## config.mk

```make
export PLATFORM = sky130hd
export DESIGN_NAME = control_multiciclo
export DESIGN_NICKNAME = d
export VERILOG_FILES = /design/src/rtl/mips_pkg.sv /design/src/rtl/clase_opcode.sv /design/src/rtl/control_multiciclo.sv
export SDC_FILE = /design/constraint.sdc
export NUM_CORES = 1
export LEC_CHECK = 0
export ABC_AREA = 1
export CORE_MARGIN = 1
export CORE_UTILIZATION = 50
export DETAILED_ROUTE_END_ITERATION = 6
export HOLD_SLACK_MARGIN = 0.12
export PLACE_DENSITY = 0.79
export SETUP_SLACK_MARGIN = 0.05
export SYNTH_ARGS = -nofsm -noshare
export SYNTH_HDL_FRONTEND = slang
export SYNTH_SLANG_ARGS = --single-unit
```

## constraint.sdc

```tcl
create_clock -name clk -period 4.5 [get_ports clk]
set_input_delay 0.45 -clock clk [delete_from_list [all_inputs] [get_ports clk]]
set_output_delay 0.45 -clock clk [all_outputs]
set_load 0.05 [all_outputs]
```

## src/rtl/mips_pkg.sv

```systemverilog
// Shared constants for the MIPS core: opcodes, ALU/mux encodings, the multi-cycle
// sequencer state encoding and the opcode class used by the decoders.
package mips_pkg;

    localparam logic [5:0] OP_RTYPE = 6'b000000;
    localparam logic [5:0] OP_LW    = 6'b100011;
    localparam logic [5:0] OP_LWC1  = 6'b110001;
    localparam logic [5:0] OP_SW    = 6'b101011;
    localparam logic [5:0] OP_BEQ   = 6'b000100;
    localparam logic [5:0] OP_ADDI  = 6'b001000;
    localparam logic [5:0] OP_SLTI  = 6'b001010;
    localparam logic [5:0] OP_ANDI  = 6'b001100;
    localparam logic [5:0] OP_ORI   = 6'b001101;

    localparam logic [2:0] ALUOP_ADD   = 3'b000;
    localparam logic [2:0] ALUOP_SUB   = 3'b001;
    localparam logic [2:0] ALUOP_FUNCT = 3'b010;
    localparam logic [2:0] ALUOP_AND   = 3'b011;
    localparam logic [2:0] ALUOP_SLT   = 3'b100;
    localparam logic [2:0] ALUOP_OR    = 3'b101;

    localparam logic [1:0] SRCB_REG     = 2'b00;
    localparam logic [1:0] SRCB_FOUR    = 2'b01;
    localparam logic [1:0] SRCB_IMM     = 2'b10;
    localparam logic [1:0] SRCB_IMM_SH2 = 2'b11;

    localparam logic [1:0] PCSRC_ALU    = 2'b00;
    localparam logic [1:0] PCSRC_ALUOUT = 2'b01;

    typedef enum logic [3:0] {
        S_IDLE      = 4'd0,
        S_FETCH     = 4'd1,
        S_DECODE    = 4'd2,
        S_MEM_ADDR  = 4'd3,
        S_MEM_READ  = 4'd4,
        S_MEM_WB    = 4'd5,
        S_MEM_WRITE = 4'd6,
        S_R_EXEC    = 4'd7,
        S_R_WB      = 4'd8,
        S_BRANCH    = 4'd9,
        S_I_EXEC    = 4'd10,
        S_I_WB      = 4'd11,
        S_HALT      = 4'd12
    } state_t;

    typedef enum logic [2:0] {
        CLS_MEM_LOAD  = 3'd0,
        CLS_MEM_STORE = 3'd1,
        CLS_RTYPE     = 3'd2,
        CLS_BRANCH    = 3'd3,
        CLS_ITYPE     = 3'd4,
        CLS_ILLEGAL   = 3'd5
    } opClass_t;

endpackage

```

## src/rtl/clase_opcode.sv

```systemverilog
// Combinational opcode classifier: instruction class plus the ALU operation
// an I-type instruction needs in its execute step.
module clase_opcode
    import mips_pkg::*;
(
    input  logic [5:0] opcode,
    output opClass_t   opClass,
    output logic [2:0] iAluOp
);

    // Opcode to class / I-type ALU operation lookup
    always_comb begin
        opClass = CLS_ILLEGAL;
        iAluOp  = ALUOP_ADD;
        case (opcode)
            OP_RTYPE:        opClass = CLS_RTYPE;
            OP_LW, OP_LWC1:  opClass = CLS_MEM_LOAD;
            OP_SW:           opClass = CLS_MEM_STORE;
            OP_BEQ:          opClass = CLS_BRANCH;
            OP_ADDI: begin
                opClass = CLS_ITYPE;
                iAluOp  = ALUOP_ADD;
            end
            OP_SLTI: begin
                opClass = CLS_ITYPE;
                iAluOp  = ALUOP_SLT;
            end
            OP_ANDI: begin
                opClass = CLS_ITYPE;
                iAluOp  = ALUOP_AND;
            end
            OP_ORI: begin
                opClass = CLS_ITYPE;
                iAluOp  = ALUOP_OR;
            end
            default: opClass = CLS_ILLEGAL;
        endcase
    end

endmodule

```

## src/rtl/control_multiciclo.sv

```systemverilog
// Multi-cycle MIPS control sequencer: steps each instruction through fetch,
// decode, execute, memory and write-back, with a memory-stall watchdog.
module control_multiciclo
    import mips_pkg::*;
#(
    parameter logic [7:0] WAIT_LIMIT = 8'd15
) (
    input  logic       clk,
    input  logic       rst,
    input  logic [5:0] opcode,
    input  logic       mem_ready,
    output logic       PCWrite,
    output logic       PCWriteCond,
    output logic       IorD,
    output logic       MemRead,
    output logic       MemWrite,
    output logic       IRWrite,
    output logic       MemtoReg,
    output logic       RegDst,
    output logic       RegWrite,
    output logic       ALUSrcA,
    output logic [1:0] ALUSrcB,
    output logic [1:0] PCSource,
    output logic [2:0] ALUOP,
    output logic       instr_done,
    output logic       illegal_op,
    output logic       mem_fault
);

    state_t     state_r;
    state_t     nextState_s;
    logic [5:0] opQ_r;
    logic [7:0] stallCnt_r;
    logic [7:0] stallCntNext_s;
    logic       fault_r;
    logic       memState_s;
    logic       stallLimit_s;
    logic [5:0] opSel_s;
    opClass_t   opClass_s;
    logic [2:0] iAluOp_s;

    // Live opcode is only meaningful in DECODE; later steps use the latched copy
    assign opSel_s = (state_r == S_DECODE) ? opcode : opQ_r;

    clase_opcode uClase (
        .opcode  (opSel_s),
        .opClass (opClass_s),
        .iAluOp  (iAluOp_s)
    );

    assign memState_s   = (state_r == S_FETCH) || (state_r == S_MEM_READ) ||
                          (state_r == S_MEM_WRITE);
    assign stallLimit_s = memState_s && !mem_ready && (stallCnt_r == WAIT_LIMIT);
    assign mem_fault    = fault_r;

    // Next-state and stall-counter computation
    always_comb begin
        nextState_s    = state_r;
        stallCntNext_s = 8'd0;
        if (memState_s && !mem_ready && !stallLimit_s) begin
            stallCntNext_s = stallCnt_r + 8'd1;
        end else begin
            stallCntNext_s = 8'd0;
        end
        case (state_r)
            S_IDLE:   nextState_s = S_FETCH;
            S_FETCH:  nextState_s = mem_ready ? S_DECODE : S_FETCH;
            S_DECODE: begin
                case (opClass_s)
                    CLS_MEM_LOAD, CLS_MEM_STORE: nextState_s = S_MEM_ADDR;
                    CLS_RTYPE:                   nextState_s = S_R_EXEC;
                    CLS_BRANCH:                  nextState_s = S_BRANCH;
                    CLS_ITYPE:                   nextState_s = S_I_EXEC;
                    default:                     nextState_s = S_FETCH;
                endcase
            end
            S_MEM_ADDR:  nextState_s = (opClass_s == CLS_MEM_STORE) ? S_MEM_WRITE : S_MEM_READ;
            S_MEM_READ:  nextState_s = mem_ready ? S_MEM_WB : S_MEM_READ;
            S_MEM_WRITE: nextState_s = mem_ready ? S_FETCH : S_MEM_WRITE;
            S_R_EXEC:    nextState_s = S_R_WB;
            S_I_EXEC:    nextState_s = S_I_WB;
            S_MEM_WB, S_R_WB, S_I_WB, S_BRANCH: nextState_s = S_FETCH;
            S_HALT:      nextState_s = S_HALT;
            default:     nextState_s = S_IDLE;
        endcase
        if (stallLimit_s) begin
            nextState_s = S_HALT;
        end else begin
            nextState_s = nextState_s;
        end
    end

    // State, latched opcode, stall counter and sticky fault registers
    always_ff @(posedge clk) begin
        if (rst) begin
            state_r    <= S_IDLE;
            opQ_r      <= 6'd0;
            stallCnt_r <= 8'd0;
            fault_r    <= 1'b0;
        end else begin
            state_r    <= nextState_s;
            stallCnt_r <= stallCntNext_s;
            if (state_r == S_DECODE) begin
                opQ_r <= opcode;
            end
            if (stallLimit_s) begin
                fault_r <= 1'b1;
            end
        end
    end

    // Moore output decode; FETCH and MEM_WRITE qualify their completion strobes with mem_ready
    always_comb begin
        PCWrite     = 1'b0;
        PCWriteCond = 1'b0;
        IorD        = 1'b0;
        MemRead     = 1'b0;
        MemWrite    = 1'b0;
        IRWrite     = 1'b0;
        MemtoReg    = 1'b0;
        RegDst      = 1'b0;
        RegWrite    = 1'b0;
        ALUSrcA     = 1'b0;
        ALUSrcB     = SRCB_REG;
        PCSource    = PCSRC_ALU;
        ALUOP       = ALUOP_ADD;
        instr_done  = 1'b0;
        illegal_op  = 1'b0;
        case (state_r)
            S_FETCH: begin
                MemRead = 1'b1;
                ALUSrcB = SRCB_FOUR;
                IRWrite = mem_ready;
                PCWrite = mem_ready;
            end
            S_DECODE: begin
                ALUSrcB    = SRCB_IMM_SH2;
                illegal_op = (opClass_s == CLS_ILLEGAL);
            end
            S_MEM_ADDR: begin
                ALUSrcA = 1'b1;
                ALUSrcB = SRCB_IMM;
            end
            S_MEM_READ: begin
                MemRead = 1'b1;
                IorD    = 1'b1;
            end
            S_MEM_WB: begin
                MemtoReg   = 1'b1;
                RegWrite   = 1'b1;
                instr_done = 1'b1;
            end
            S_MEM_WRITE: begin
                MemWrite   = 1'b1;
                IorD       = 1'b1;
                instr_done = mem_ready;
            end
            S_R_EXEC: begin
                ALUSrcA = 1'b1;
                ALUOP   = ALUOP_FUNCT;
            end
            S_R_WB: begin
                RegDst     = 1'b1;
                RegWrite   = 1'b1;
                instr_done = 1'b1;
            end
            S_BRANCH: begin
                ALUSrcA     = 1'b1;
                ALUOP       = ALUOP_SUB;
                PCWriteCond = 1'b1;
                PCSource    = PCSRC_ALUOUT;
                instr_done  = 1'b1;
            end
            S_I_EXEC: begin
                ALUSrcA = 1'b1;
                ALUSrcB = SRCB_IMM;
                ALUOP   = iAluOp_s;
            end
            S_I_WB: begin
                RegWrite   = 1'b1;
                instr_done = 1'b1;
            end
            default: begin
                PCWrite = 1'b0;
            end
        endcase
    end

endmodule

```

==> results_dict.tcl <==
set metrics [dict create \
    maxCapViolCount 0 \
    tns_ns 0 \
    post_syn_area_mm2 0.00130 \
    post_cts.repair.setup_buffers 0 \
    syn_nets 222 \
    portBuffers 27 \
    i_o_pin_count 29 \
    dominant_combinational_cell_family_by_area_after_synthesis "simple AND/OR/NAND/NOR gates" \
    grt_first_pass_wirelength_um 4680 \
    tritoncts.num_buffers 3 \
    synthesis.instances 212 \
    nFillCells 243 \
    worst_tran_pin_value_ns 0.499 \
    worst-path-max-fanout 14 \
    final_layout_size_suffix_gt1_share_pct 9.24 \
    avg_vias_per_cell 4.96 \
    via_count_of_the_first_global_routing_pass 1135 \
    synth_compound_area_share_pct 8.20 \
    maxClockFrequency_ghz 0.309 \
    gp_congestion 0.909 \
    vdd.ir_drop.worst_mv 0.354 \
    report.final.hold_viol_count 0 \
    arrival_ns 2.79 \
    synthSimpleGateAreaFrac_pct 47.3 \
    p_int_uw 357 \
    cellPowerDensity_mw_per_mm2 454 \
    adder_and_majority_cell_fraction_of_the_synthesized_area_pct 0.964 \
    synthMuxAreaShare_pct 0 \
    num-nets-final 249 \
    grt_setup_unrepaired "false" \
    initial_utilization_pct 52.9 \
    grt.total_usage_pct 22.4 \
    fp.dieArea_mm2 0.00280 \
    synth-seq-cells 19 \
    first_iter_violations 53 \
    clock_tree.htree_level_count 1 \
    cts_tree "yes" \
    finClkSkew_ns 0.00478 \
    sequential_fraction_of_design_power_pct 28.5 \
    power_frac_clock_pct 11.7 \
    routed_wire_length_um 2820 \
    dpl.hpwl_um 2240 \
    clock_buffer_depth 2 \
    drt_drc_violations_left 0 \
    core_area_mm2 0.00245 \
    cts.hold.buffers_added 0 \
    dieWidth_um 52.9 \
    grt_antenna_before_repair 0 \
    total_net_switching_power_uw 368 \
    grt_remaining_overflow 0 \
    num_rows 18 \
    worst_min_path_class "register to register" \
    post_drt_wl_per_cell_um 10.5 \
    ant_nets 0 \
    clkSinkCount 19 \
    startpoint_type "register" \
    post_cts_resize_count 0 \
    synthXorXnorAreaFrac_pct 0.675 \
    grt_start_max_net_pins 15 \
    diodes 0 \
    period_share_pct 71.9 \
    timing.slew.headroom_pct 66.6 \
    power_frac_comb_pct 59.8 \
    avgSynthCellArea_um2 6.12 \
    synth-seq-area-share_pct 29.3 \
    root_buffer "sky130_fd_sc_hd__clkbuf_4" \
    drt_pass1_iterations 4 \
    worst_skew_pair.late_latency_ns 0.29 \
    swShare_pct 50.8 \
    clock_transition_at_the_register_clock_pins_on_the_worst_setup_and_hold_paths_after_cts_ns 0.11 \
    fin_total_pwr_uw 724 \
    dpl.cell_count 264 \
    timing.critical_path.required_ns 4.05 \
    total_leakage_power_uw 0.000738 \
    run_status "finished clean" \
    timing.reg2reg.worst_path_depth 11 \
    setup-violations-final 0 \
    critPathKind "register to primary output" \
    worst_hold_path.num_cells 1 \
    final_cells 268 \
    timing_max_transition_violations_final 0 \
    vias 1330 \
    critical_path.endpoint_type "primary output" \
    synth_warnings 0 \
    netlist-cell-type-count 31 \
    die-height_um 52.9 \
    finalCriticalPeriod_ns 3.24 \
    area_growth_pct 23.0 \
]
## area by class of cell
type                       instances  area, um^2  share of cell area, %
tap                               30        37.5                   2.35
multi-input combinational        152         744                   46.7
inverter                          36         135                   8.47
clock inverter                     1        5.00                  0.314
sequential                        19         380                   23.8
timing repair buffer              27         270                   16.9
clock buffer                       3        22.5                   1.41
## per-layer routing
| metal | wire (um) | GRT usage (%) |
|---|---|---|
| met4 | 47 | 7.89 |
| met5 | 0 | 0 |
| met3 | 169 | 2.87 |
| met2 | 1210 | 35.4 |
| met1 | 1390 | 30.7 |
## stage by stage
stage	setup WS [ns]	area (um^2)	hold WS, ns	utilization, %
after global routing	1.01	1600	0.494	65.0
after global placement	1.49	1570	0.435	63.9
after CTS	1.26	1600	0.467	65.0
after detailed placement	1.50	1570	0.441	63.9
after floorplan	1.79	1300	0.418	-
final	1.26	1600	0.458	65.0
## registers in the layout (all words and copies together), names as in the netlist
| register | flops |
|---|---|
| mem_fault | 1 |
| stallCnt_r | 8 |
| opQ_r | 6 |
| state_r | 4 |
## power groups by stage
| stage | combinational [uW] | sequential, uW | clock, uW |
|---|---|---|---|
| after global routing | 479 | 210 | 96.0 |
| final | 433 | 206 | 85.0 |
| after CTS | 432 | 207 | 89.0 |
| after global placement | 430 | 211 | 0 |
| after detailed placement | 430 | 211 | 0 |
| after floorplan | 334 | 207 | 0 |
## worst max-delay path, stage by stage (launching register included)
cell and delay, ns:
sky130_fd_sc_hd__dfxtp_1 0.34, sky130_fd_sc_hd__nor2_2 0.36, sky130_fd_sc_hd__nand2_4 0.20, sky130_fd_sc_hd__nand2_1 0.10
sky130_fd_sc_hd__nand2_1 0.14, sky130_fd_sc_hd__inv_1 0.11, sky130_fd_sc_hd__nand2_1 0.06, sky130_fd_sc_hd__nor2_1 0.13
sky130_fd_sc_hd__nor2_2 0.06, sky130_fd_sc_hd__nor3_1 0.16, sky130_fd_sc_hd__clkdlybuf4s50_1 0.83
## synth_stat cells
library cell	count	share of area, %
sky130_fd_sc_hd__a31oi_1	3	1.4
sky130_fd_sc_hd__or3_1	1	0.48
sky130_fd_sc_hd__dfxtp_1	19	29
sky130_fd_sc_hd__or2_2	1	0.48
sky130_fd_sc_hd__o21ai_0	4	1.5
sky130_fd_sc_hd__nand2_4	1	0.87
sky130_fd_sc_hd__nor2_1	43	12
sky130_fd_sc_hd__inv_1	34	9.8
sky130_fd_sc_hd__a21oi_1	6	2.3
sky130_fd_sc_hd__buf_1	1	0.29
sky130_fd_sc_hd__nand2_2	6	2.9
sky130_fd_sc_hd__nor2_4	3	2.6
sky130_fd_sc_hd__a2111oi_0	1	0.68
sky130_fd_sc_hd__ha_1	1	0.96
sky130_fd_sc_hd__nor4_1	1	0.48
sky130_fd_sc_hd__o22ai_1	1	0.48
sky130_fd_sc_hd__o211ai_1	2	1.2
sky130_fd_sc_hd__a22oi_1	1	0.58
sky130_fd_sc_hd__conb_1	1	0.29
sky130_fd_sc_hd__nand4_1	3	1.4
sky130_fd_sc_hd__nand3_1	14	5.4
sky130_fd_sc_hd__xor2_1	1	0.68
sky130_fd_sc_hd__buf_6	1	0.87
sky130_fd_sc_hd__nor3_1	4	1.5
sky130_fd_sc_hd__nand3_2	2	1.5
sky130_fd_sc_hd__nor3b_1	3	1.7
sky130_fd_sc_hd__nand2_1	44	13
sky130_fd_sc_hd__inv_2	2	0.58
sky130_fd_sc_hd__nor2_2	3	1.4
sky130_fd_sc_hd__nand3b_1	2	1.2
sky130_fd_sc_hd__buf_4	3	1.7
## logic make-up after synthesis
kind of cell,after synthesis
buf+inv,41
compound gates,18
other cells,1
flops,19
simple gates,131
xor+xnor,1
fa+ha+maj,1
## worst paths after layout
check / startpoint / endpoint / slack (ns)
worst max-delay path: state_r[3] / ALUOP[2] / 1.26
worst max register to register: state_r[3] / state_r[1] / 2.61
worst min register to register: stallCnt_r[0] / stallCnt_r[0] / 0.46
worst min-delay path: stallCnt_r[0] / stallCnt_r[0] / 0.46
## placed cells by master (no fill, tap or decap), types with 2 or more instances in the layout
cell                               n
sky130_fd_sc_hd__nand2_1          44
sky130_fd_sc_hd__nor2_2            3
sky130_fd_sc_hd__nor3b_1           3
sky130_fd_sc_hd__nand4_1           3
sky130_fd_sc_hd__inv_2             2
sky130_fd_sc_hd__a31oi_1           3
sky130_fd_sc_hd__nor2_4            3
sky130_fd_sc_hd__nor3_1            4
sky130_fd_sc_hd__clkbuf_4          3
sky130_fd_sc_hd__a21oi_1           6
sky130_fd_sc_hd__inv_1            34
sky130_fd_sc_hd__nand2_2           6
sky130_fd_sc_hd__o211ai_1          2
sky130_fd_sc_hd__nor2_1           43
sky130_fd_sc_hd__nand3_1          14
sky130_fd_sc_hd__clkdlybuf4s50_1  27
sky130_fd_sc_hd__nand3_2           2
sky130_fd_sc_hd__dfxtp_1          19
sky130_fd_sc_hd__o21ai_0           4
sky130_fd_sc_hd__nand3b_1          2
(Power assumes the default switching activity.)
